`src/rtl/adt_temp_proc_pkg.sv`:
```
// rtl/adt_temp_proc_pkg.sv - shared states, default limits and step helper for adt_temp_proc
package adt_temp_proc_pkg;

    typedef enum logic [2:0] {
        ST_IDLE,
        ST_WAIT_PER,
        ST_REQ,
        ST_WAIT_DATA,
        ST_PROC,
        ST_ERR
    } adt_state_t;

    localparam logic [23:0]        DEF_PERIOD   = 24'd100000;
    localparam logic [15:0]        DEF_TMO_CNT  = 16'd50000;
    localparam logic signed [15:0] DEF_HI_LIM   = 16'sh3E80;
    localparam logic signed [15:0] DEF_LO_LIM   = 16'shEC00;
    localparam logic [15:0]        DEF_MAX_STEP = 16'h0280;
    localparam logic [1:0]         DEF_TMO_MAX  = 2'd3;

    // Magnitude of a - b, computed in 17 bits so full-scale swings cannot wrap.
    function automatic logic [16:0] abs_diff(input logic [15:0] a, input logic [15:0] b);
        logic [16:0] d;
        d = {a[15], a} - {b[15], b};
        return d[16] ? (~d + 17'd1) : d;
    endfunction

endpackage

```
`src/rtl/adt_temp_proc_avg4.sv`:
```
// rtl/adt_temp_proc_avg4.sv - adt_avg4: four-sample window with prefill on first write
module adt_avg4 (
    input  logic        clk_sys,
    input  logic        rst_sys_n,
    input  logic        wr_en,
    input  logic        first,
    input  logic [15:0] din,
    output logic [15:0] avg
);

    // The window is din plus the three previously accepted samples, so avg is
    // already valid in the cycle the new sample is presented.
    logic [15:0]        hist0, hist1, hist2;
    logic [15:0]        s1, s2, s3;
    logic signed [17:0] sum;

    always_comb begin
        s1  = first ? din : hist0;
        s2  = first ? din : hist1;
        s3  = first ? din : hist2;
        sum = {{2{din[15]}}, din} + {{2{s1[15]}}, s1}
            + {{2{s2[15]}}, s2} + {{2{s3[15]}}, s3};
        avg = 16'(sum >>> 2);
    end

    always_ff @(posedge clk_sys or negedge rst_sys_n) begin
        if (!rst_sys_n) begin
            hist0 <= 16'h0000;
            hist1 <= 16'h0000;
            hist2 <= 16'h0000;
        end else if (wr_en) begin
            hist0 <= din;
            hist1 <= s1;
            hist2 <= s2;
        end
    end

endmodule

```
`src/rtl/adt_temp_proc.sv`:
```
// rtl/adt_temp_proc.sv - ADT7310 sample request, step/range qualification; ADT_AVG_EN adds 4-sample averaging
module adt_temp_proc
    import adt_temp_proc_pkg::*;
#(
    parameter logic [23:0]        PERIOD   = DEF_PERIOD,
    parameter logic [15:0]        TMO_CNT  = DEF_TMO_CNT,
    parameter logic signed [15:0] HI_LIM   = DEF_HI_LIM,
    parameter logic signed [15:0] LO_LIM   = DEF_LO_LIM,
    parameter logic [15:0]        MAX_STEP = DEF_MAX_STEP,
    parameter logic [1:0]         TMO_MAX  = DEF_TMO_MAX
) (
    input  logic        clk_sys,
    input  logic        rst_sys_n,
    input  logic        con_done,
    input  logic        chip_err,
    input  logic        spi_busy,
    input  logic        rd_dval,
    input  logic [15:0] rd_dvalue,
    output logic        rd_en,
    output logic [15:0] temp_val,
    output logic        temp_dval,
    output logic        temp_ok,
    output logic        over_alm,
    output logic        under_alm,
    output logic [7:0]  step_err_cnt,
    output logic        tmo_err
);

    adt_state_t  state;
    logic [23:0] per_cnt;
    logic [15:0] tmo_cnt;
    logic [1:0]  tmo_run;
    logic [15:0] sample;
    logic [15:0] last_acc;
    logic        have_acc;
    logic        step_bad;
    logic [15:0] avg_val;

    assign step_bad = have_acc && (abs_diff(sample, last_acc) > {1'b0, MAX_STEP});

`ifdef ADT_AVG_EN
    adt_avg4 u_avg4 (
        .clk_sys   (clk_sys),
        .rst_sys_n (rst_sys_n),
        .wr_en     ((state == ST_PROC) && !step_bad && !chip_err),
        .first     (!have_acc),
        .din       (sample),
        .avg       (avg_val)
    );
`else
    assign avg_val = sample;
`endif

    always_ff @(posedge clk_sys or negedge rst_sys_n) begin
        if (!rst_sys_n) begin
            state        <= ST_IDLE;
            per_cnt      <= 24'd0;
            tmo_cnt      <= 16'd0;
            tmo_run      <= 2'd0;
            sample       <= 16'h0000;
            last_acc     <= 16'h0000;
            have_acc     <= 1'b0;
            rd_en        <= 1'b0;
            temp_val     <= 16'h0000;
            temp_dval    <= 1'b0;
            temp_ok      <= 1'b0;
            over_alm     <= 1'b0;
            under_alm    <= 1'b0;
            step_err_cnt <= 8'd0;
            tmo_err      <= 1'b0;
        end else begin
            rd_en     <= 1'b0;
            temp_dval <= 1'b0;
            // Free-running until PERIOD-1, then parked there until a request goes out.
            if (per_cnt != PERIOD - 24'd1)
                per_cnt <= per_cnt + 24'd1;

            if (chip_err) begin
                state   <= ST_ERR;
                temp_ok <= 1'b0;
            end else begin
                case (state)
                    ST_IDLE: begin
                        per_cnt <= 24'd0;
                        if (con_done)
                            state <= ST_WAIT_PER;
                    end
                    ST_WAIT_PER: begin
                        if (!con_done) begin
                            state <= ST_IDLE;
                        end else if (per_cnt == PERIOD - 24'd1 && !spi_busy) begin
                            state <= ST_REQ;
                            rd_en <= 1'b1;
                        end
                    end
                    ST_REQ: begin
                        per_cnt <= 24'd0;
                        tmo_cnt <= 16'd0;
                        state   <= con_done ? ST_WAIT_DATA : ST_IDLE;
                    end
                    ST_WAIT_DATA: begin
                        if (!con_done) begin
                            state <= ST_IDLE;
                        end else if (rd_dval) begin
                            sample  <= rd_dvalue;
                            tmo_run <= 2'd0;
                            state   <= ST_PROC;
                        end else if (tmo_cnt == TMO_CNT - 16'd1) begin
                            tmo_run <= tmo_run + 2'd1;
                            if (tmo_run + 2'd1 == TMO_MAX) begin
                                tmo_err <= 1'b1;
                                temp_ok <= 1'b0;
                                state   <= ST_ERR;
                            end else begin
                                state   <= ST_WAIT_PER;
                            end
                        end else begin
                            tmo_cnt <= tmo_cnt + 16'd1;
                        end
                    end
                    ST_PROC: begin
                        state <= ST_WAIT_PER;
                        if (step_bad) begin
                            if (step_err_cnt != 8'hFF)
                                step_err_cnt <= step_err_cnt + 8'd1;
                        end else begin
                            last_acc  <= sample;
                            have_acc  <= 1'b1;
                            temp_val  <= avg_val;
                            temp_dval <= 1'b1;
                            temp_ok   <= 1'b1;
                            over_alm  <= $signed(sample) > HI_LIM;
                            under_alm <= $signed(sample) < LO_LIM;
                        end
                    end
                    default: begin
                        state <= ST_ERR;
                    end
                endcase
            end
        end
    end

endmodule

```
`config.mk`:
```
export PLATFORM = sky130hd
export DESIGN_NAME = adt_temp_proc
export DESIGN_NICKNAME = d
export VERILOG_FILES = /design/src/rtl/adt_temp_proc_pkg.sv /design/src/rtl/adt_temp_proc_avg4.sv /design/src/rtl/adt_temp_proc.sv
export SDC_FILE = /design/constraint.sdc
export NUM_CORES = 1
export LEC_CHECK = 0
export BUFFER_PORTS_ARGS = -buffer_cell sky130_fd_sc_hd__buf_2
export CELL_PAD_IN_SITES_DETAIL_PLACEMENT = 0
export CELL_PAD_IN_SITES_GLOBAL_PLACEMENT = 1
export CORE_MARGIN = 2
export CORE_UTILIZATION = 40
export CTS_CLUSTER_SIZE = 10
export DETAILED_ROUTE_END_ITERATION = 12
export PLACE_DENSITY = 0.72
export SETUP_SLACK_MARGIN = 0.15
export SLEW_MARGIN = 0
export SYNTH_ARGS = -nofsm -noshare
export SYNTH_HDL_FRONTEND = slang
export SYNTH_SLANG_ARGS = --single-unit
```
`constraint.sdc`:
```
create_clock -name clk_sys -period 4.5 [get_ports clk_sys]
set_input_delay 0.9 -clock clk_sys [delete_from_list [all_inputs] [get_ports clk_sys]]
set_output_delay 0.9 -clock clk_sys [all_outputs]
set_load 0.01 [all_outputs]
```
; ---- Word-level counts from Yosys, hierarchy flattened
; Cells that the tools add are included.
[classes]
n_addsub = 6
mul = 0
div_mod_pow = 0
magnitude_cmp = 3
eq_ne = 20
n_shift = 0
n_mux = 34
bitwise = 4
reduce_logical = 16
[ops]
columns = cell, count
row1 = 2-to-1 mux 24 bit, 3
row2 = 2-to-1 mux 16 bit, 3
row3 = case mux 16 bit (2 select lines), 1
row4 = adder 24 x 1 -> 24 bit (second input constant), 1
row5 = == test 24 x 17 -> 1 bit (second input constant), 1
row6 = 2-to-1 mux 3 bit, 8
row7 = != test 24 x 17 -> 1 bit (second input constant), 1
row8 = != test 3 bit (second input constant), 6
row9 = adder 17 x 1 -> 17 bit (second input constant), 1
row10 = > comparator 17 x 10 -> 1 bit (second input constant), 1
row11 = 2-to-1 mux 17 bit, 1
row12 = NOT 17 bit, 1
row13 = subtractor 16 x 16 -> 17 bit, 1
row14 = adder 16 x 1 -> 16 bit (second input constant), 1
row15 = == test 16 bit (second input constant), 1
row16 = > comparator 16 x 15 -> 1 bit (second input constant), 1
row17 = less-than comparator 16 x 14 -> 1 bit (second input constant), 1
row18 = case mux 3 bit (5 select lines), 1
row19 = 2-to-1 mux 1 bit, 13
row20 = AND reduction 4 bit, 3
row21 = AND reduction 6 bit, 2
row22 = adder 8 x 1 -> 8 bit (second input constant), 1
row23 = != test 8 bit (second input constant), 1
row24 = == test 3 x 2 -> 1 bit (second input constant), 2
row25 = other kinds (18), 27
[totals]
register_bits = 92
latchBits = 0
mem_bits_rw = 0
mem_bits_ro = 0
out_inout_bits = 30
elab_cells = 97
memories = 0

; ---- Depth between registers and ports, before layout
[depth]
depth_word = 9
ltp_mapped = 15

; ---- Worst setup path before layout
; Ideal clock, no wire load.
[synth_path]
path_kind = flip-flop to flip-flop
start = reg last_acc[0]
end = reg last_acc[0]
t_arrival_ps = 3749
required_time_ps = 4375
setup_slack_ps = 626
path_stages_with_launch = 15
n_path_buf = 2
synth_period_minus_slack_ps = 3874
cell_sequence = dfrtp_1 -> ha_1 -> fa_1 -> nor2b_1 -> o22ai_1 -> xnor2_1 -> or4b_1 -> buf_2 -> o211a_1 -> a32o_1 -> o31a_1 -> a211o_4 -> a21o_1 -> buf_6 -> mux2_4
[synth_between]
elab_chain_cells = 8
[synth_lines]
columns = item, line_no
row1 = from (decl), adt_temp_proc.sv:34  ; logic [15:0] last_acc;
row2 = from (signal assigned), adt_temp_proc.sv:127  ; last_acc <= sample;
row3 = subtractor 16 x 16 -> 17 bit *, adt_temp_proc_pkg.sv:23  ; d = {a[15], a} - {b[15], b};
row4 = NOT 17 bit, adt_temp_proc_pkg.sv:24  ; return d[16] ? (~d + 17'd1) : d;
row5 = adder 17 x 1 -> 17 bit, adt_temp_proc_pkg.sv:24
row6 = 2-to-1 mux 17 bit *, adt_temp_proc_pkg.sv:24
row7 = > comparator 17 x 10 -> 1 bit *, adt_temp_proc.sv:39  ; assign step_bad = have_acc && (abs_diff(sample, last_acc) > {1'b0, MAX_STEP});
row8 = logical AND 1 bit *, adt_temp_proc.sv:39
row9 = NOT 1 bit (no line) *, -
row10 = AND reduction 3 bit (no line) *, -
; Every way passes the cells marked *; elsewhere a longest branch is shown, timed or not.
; A chain may end at the register's enable or synchronous reset.

; ---- Worst setup path after layout
[layout_path]
start = reg last_acc[0]
end = reg last_acc[3]
; Same word-level chain as after synthesis.

==> flow_metrics.env <==
export IMPL_outcome="finished clean"
export IMPL_r2r_start="last_acc[0]$_DFFE_PN0P_"
export IMPL_tightest_slew_ns=0.950
export IMPL_dr_total_vias=4567
export IMPL_syn_area_per_cell_um2=9.54
export IMPL_holdCritPathClass="reg -> reg"
export IMPL_cts_resized=0
export IMPL_async_flop_share_pct=100
export IMPL_synth_top_family_by_area="simple AND/OR/NAND/NOR gates"
export IMPL_cts_root_buf="clkbuf_16"
export IMPL_drive_above_1_share_pct=17.5
export IMPL_die_area_mm2=0.0150
export IMPL_cp_required_ns=4.74
export IMPL_max_freq_mhz=241
export IMPL_synth_compound_area_share_pct=13.8
export IMPL_power_density_mw_per_mm2=325
export IMPL_hold_path_end="tmo_err$_DFFE_PN0P_"
export IMPL_skew_ns=0.0100
export IMPL_min_period_over_period_pct=92.3
export IMPL_end_kind="flop"
export IMPL_synth_area_leaders="dfrtp_1 41%, ha_1 4.7%, xor2_1 4.5%"
export IMPL_cap_violations=0
export IMPL_die_x_um=122
export IMPL_synth_top_cell_by_area="dfrtp_1"
export IMPL_synthCells=587
export IMPL_layout_cells_most_common="dfrtp_1"
export IMPL_drt_vias_per_instance=5.56
export IMPL_critPathMaxFanout=10
export IMPL_hpwl_um=9210
export IMPL_path_cells="ha_1 -> fa_1 -> nor2b_1 -> o22ai_1 -> xnor2_1 -> or4b_1 -> o211a_1 -> a32o_1 -> o31a_1 -> a211o_4 -> a21o_1 -> buf_4 -> mux2_4"
export IMPL_yosysSeqAreaShare_pct=41.1
export IMPL_yosys_warnings=0
export IMPL_clk_latency_ns=0.35
export IMPL_vdd_drop_max_mv=0.286
export IMPL_synth_mux_area_share_pct=8.20
export IMPL_clkTransAtPathRegs_ns=0.07
export IMPL_r2r_cells=13
export IMPL_tns_ns=0
export IMPL_grt_pass1_wl_um=21700
export IMPL_synth_main_ff_cell="dfrtp_1"
export IMPL_finalWirelength_um=12700
export IMPL_grt_max_degree=68
export IMPL_num_antenna_cells=0
export IMPL_synth_edff_count=0
export IMPL_ant_nets=0
export IMPL_final_max_slew_viol_count=0
export IMPL_die_h_um=122
export IMPL_synth_seq_cells=92
export IMPL_grt_pass1_vias=4469
export IMPL_overflow=0
export IMPL_antenna_found_initial=0
export IMPL_r2r_setup_slack_ns=0.35
export IMPL_wire_per_inst_um=15.5
export IMPL_drt_initial_drc_count=240
export IMPL_r2r_end="last_acc[3]$_DFFE_PN0P_"
export IMPL_cp_num_buf_inv=1
export IMPL_cts_max_level=3
export IMPL_cts_made_buffers=9
export IMPL_critical_path_depth=13
export IMPL_hold_buffers=0
export IMPL_io_pin_count=52
export IMPL_power_leakage_nw=3.00
export IMPL_syn_nets=631
export IMPL_core_area_mm2=0.0138
export IMPL_synthXorXnorAreaFrac_pct=7.19
export IMPL_place_congestion=0.853
export IMPL_cts_buffer_depth=2
export IMPL_period_needed_ns=4.15
export IMPL_criticalPathCategory="reg -> reg"
export IMPL_min_path_cells=1
export IMPL_max_stage_delay_ns=0.63
export IMPL_initial_core_util_pct=40.7
export IMPL_power_mw=2.06
export IMPL_synth_simple_gate_area_share_pct=21.1
export IMPL_setup_viol=0
export IMPL_syn2layout_area_growth_pct=13.2
export IMPL_hp_start="tmo_err$_DFFE_PN0P_"
export IMPL_drc=0
export IMPL_rows=43
export IMPL_rsz0062_at_grt="false"
export IMPL_path_delay_family="compound AO/OA/AOI/OAI gates"
export IMPL_hold_violations=0
export IMPL_cp_slowest_cell="or4b_1"
export IMPL_grtUsageTotal_pct=18.2
export IMPL_nNetsFinal=680
export IMPL_cts_tree="yes"
export IMPL_slew_limit_headroom_pct=36.7
export IMPL_hold_slack_ns=0.489
export IMPL_layout_common_cells="92 x dfrtp_1, 60 x nor2_1, 50 x buf_2"
export IMPL_io_buffers=51
export IMPL_cp_start_kind="flop"
export IMPL_drt_pass1_iter_count=5
export IMPL_post_cts_setup_buffers=0
export IMPL_synth_fa_ha_area_share_pct=5.05
export IMPL_synth_top_area_share_pct=41.1
export IMPL_cts_sinks=92
export IMPL_synth_cell_type_count=66
export IMPL_netlist_area_mm2=0.00560
export IMPL_arrival_ns=4.39
export IMPL_n_fill_cell=1364
export IMPL_fin_util_pct=46.1
[flip-flops by register name, indices dropped and copies added (netlist names)]
name / count
tmo_cnt: 16
step_err_cnt: 8
over_alm: 1
under_alm: 1
last_acc: 16
per_cnt: 24
tmo_run: 2
have_acc: 1
tmo_err: 1
state: 3
temp_dval: 1
avg_val: 16
temp_ok: 1
rd_en: 1
[report_power, final]
part	switching (mW)	internal, mW	total, mW	leakage (nW)
Combinational	0.135	0.122	0.257	1.66
Sequential	0.103	0.906	1.01	1.19
Clock	0.357	0.440	0.796	0.145
[logic make-up (layout without fill, tap and decap cells)]
| group | count (synthesis) | in the layout |
|---|---|---|
| simple gates | 233 | 233 |
| compound gates | 111 | 111 |
| flops | 92 | 92 |
| buf+inv | 47 | 101 |
| xor+xnor | 46 | 46 |
| mux | 36 | 36 |
| fa+ha+maj | 22 | 22 |
[cell usage after synthesis, types with 7 or more instances]
library cell and instances:
clkbuf_1 14, nor2b_1 7, nor2_1 60, dfrtp_1 92, nand3_1 33, mux2_4 16
nand2_1 44, inv_1 29, o21ai_0 29, and3_1 18, a21oi_1 18, or3_1 8
a21o_1 10, ha_1 21, xor2_1 29, nand4_1 15, nor3_1 15, mux2_2 15
xnor2_1 17
[layer usage]
metal / vias up / track usage (%) / routed length [µm]
met5: - / 0 / 0
met4: 0 / 8.19 / 310
met3: 22 / 2.88 / 415
met2: 90 / 28.6 / 6000
met1: 2235 / 24.7 / 6000
li1: 2220 / - / -
[worst max path at each step]
| stage | from | to | slack, ns |
|---|---|---|---|
| after floorplan | last_acc[0]$_DFFE_PN0P_ | last_acc[0]$_DFFE_PN0P_ | 0.63 |
| after global placement | avg_val[0]$_DFFE_PN0P_ | last_acc[0]$_DFFE_PN0P_ | 0.48 |
| after detailed placement | avg_val[0]$_DFFE_PN0P_ | last_acc[3]$_DFFE_PN0P_ | 0.37 |
| after CTS | last_acc[0]$_DFFE_PN0P_ | last_acc[3]$_DFFE_PN0P_ | 0.34 |
| after global routing | avg_val[0]$_DFFE_PN0P_ | last_acc[7]$_DFFE_PN0P_ | 0.17 |
| final | last_acc[0]$_DFFE_PN0P_ | last_acc[3]$_DFFE_PN0P_ | 0.35 |
[through the flow]
step,std cells,worst slack [ns],cell area (µm²)
2_1_floorplan,587,0.626,5600
3_3_place_gp,805,0.475,6040
3_5_place_dp,805,0.369,6040
4_1_cts,821,0.342,6340
5_1_grt,821,0.172,6340
6_report,821,0.348,6340
[area by class of cell]
type | instances | area (µm²) | area share, %
Clock inverter | 7 | 82.6 | 1.30
Tap cell | 180 | 225 | 3.55
Multi-Input combinational cell | 448 | 3110 | 48.9
Timing Repair Buffer | 56 | 295 | 4.65
Clock buffer | 9 | 225 | 3.55
Sequential cell | 92 | 2300 | 36.3
Inverter | 29 | 109 | 1.72
Power figures use the tool's default switching activity.
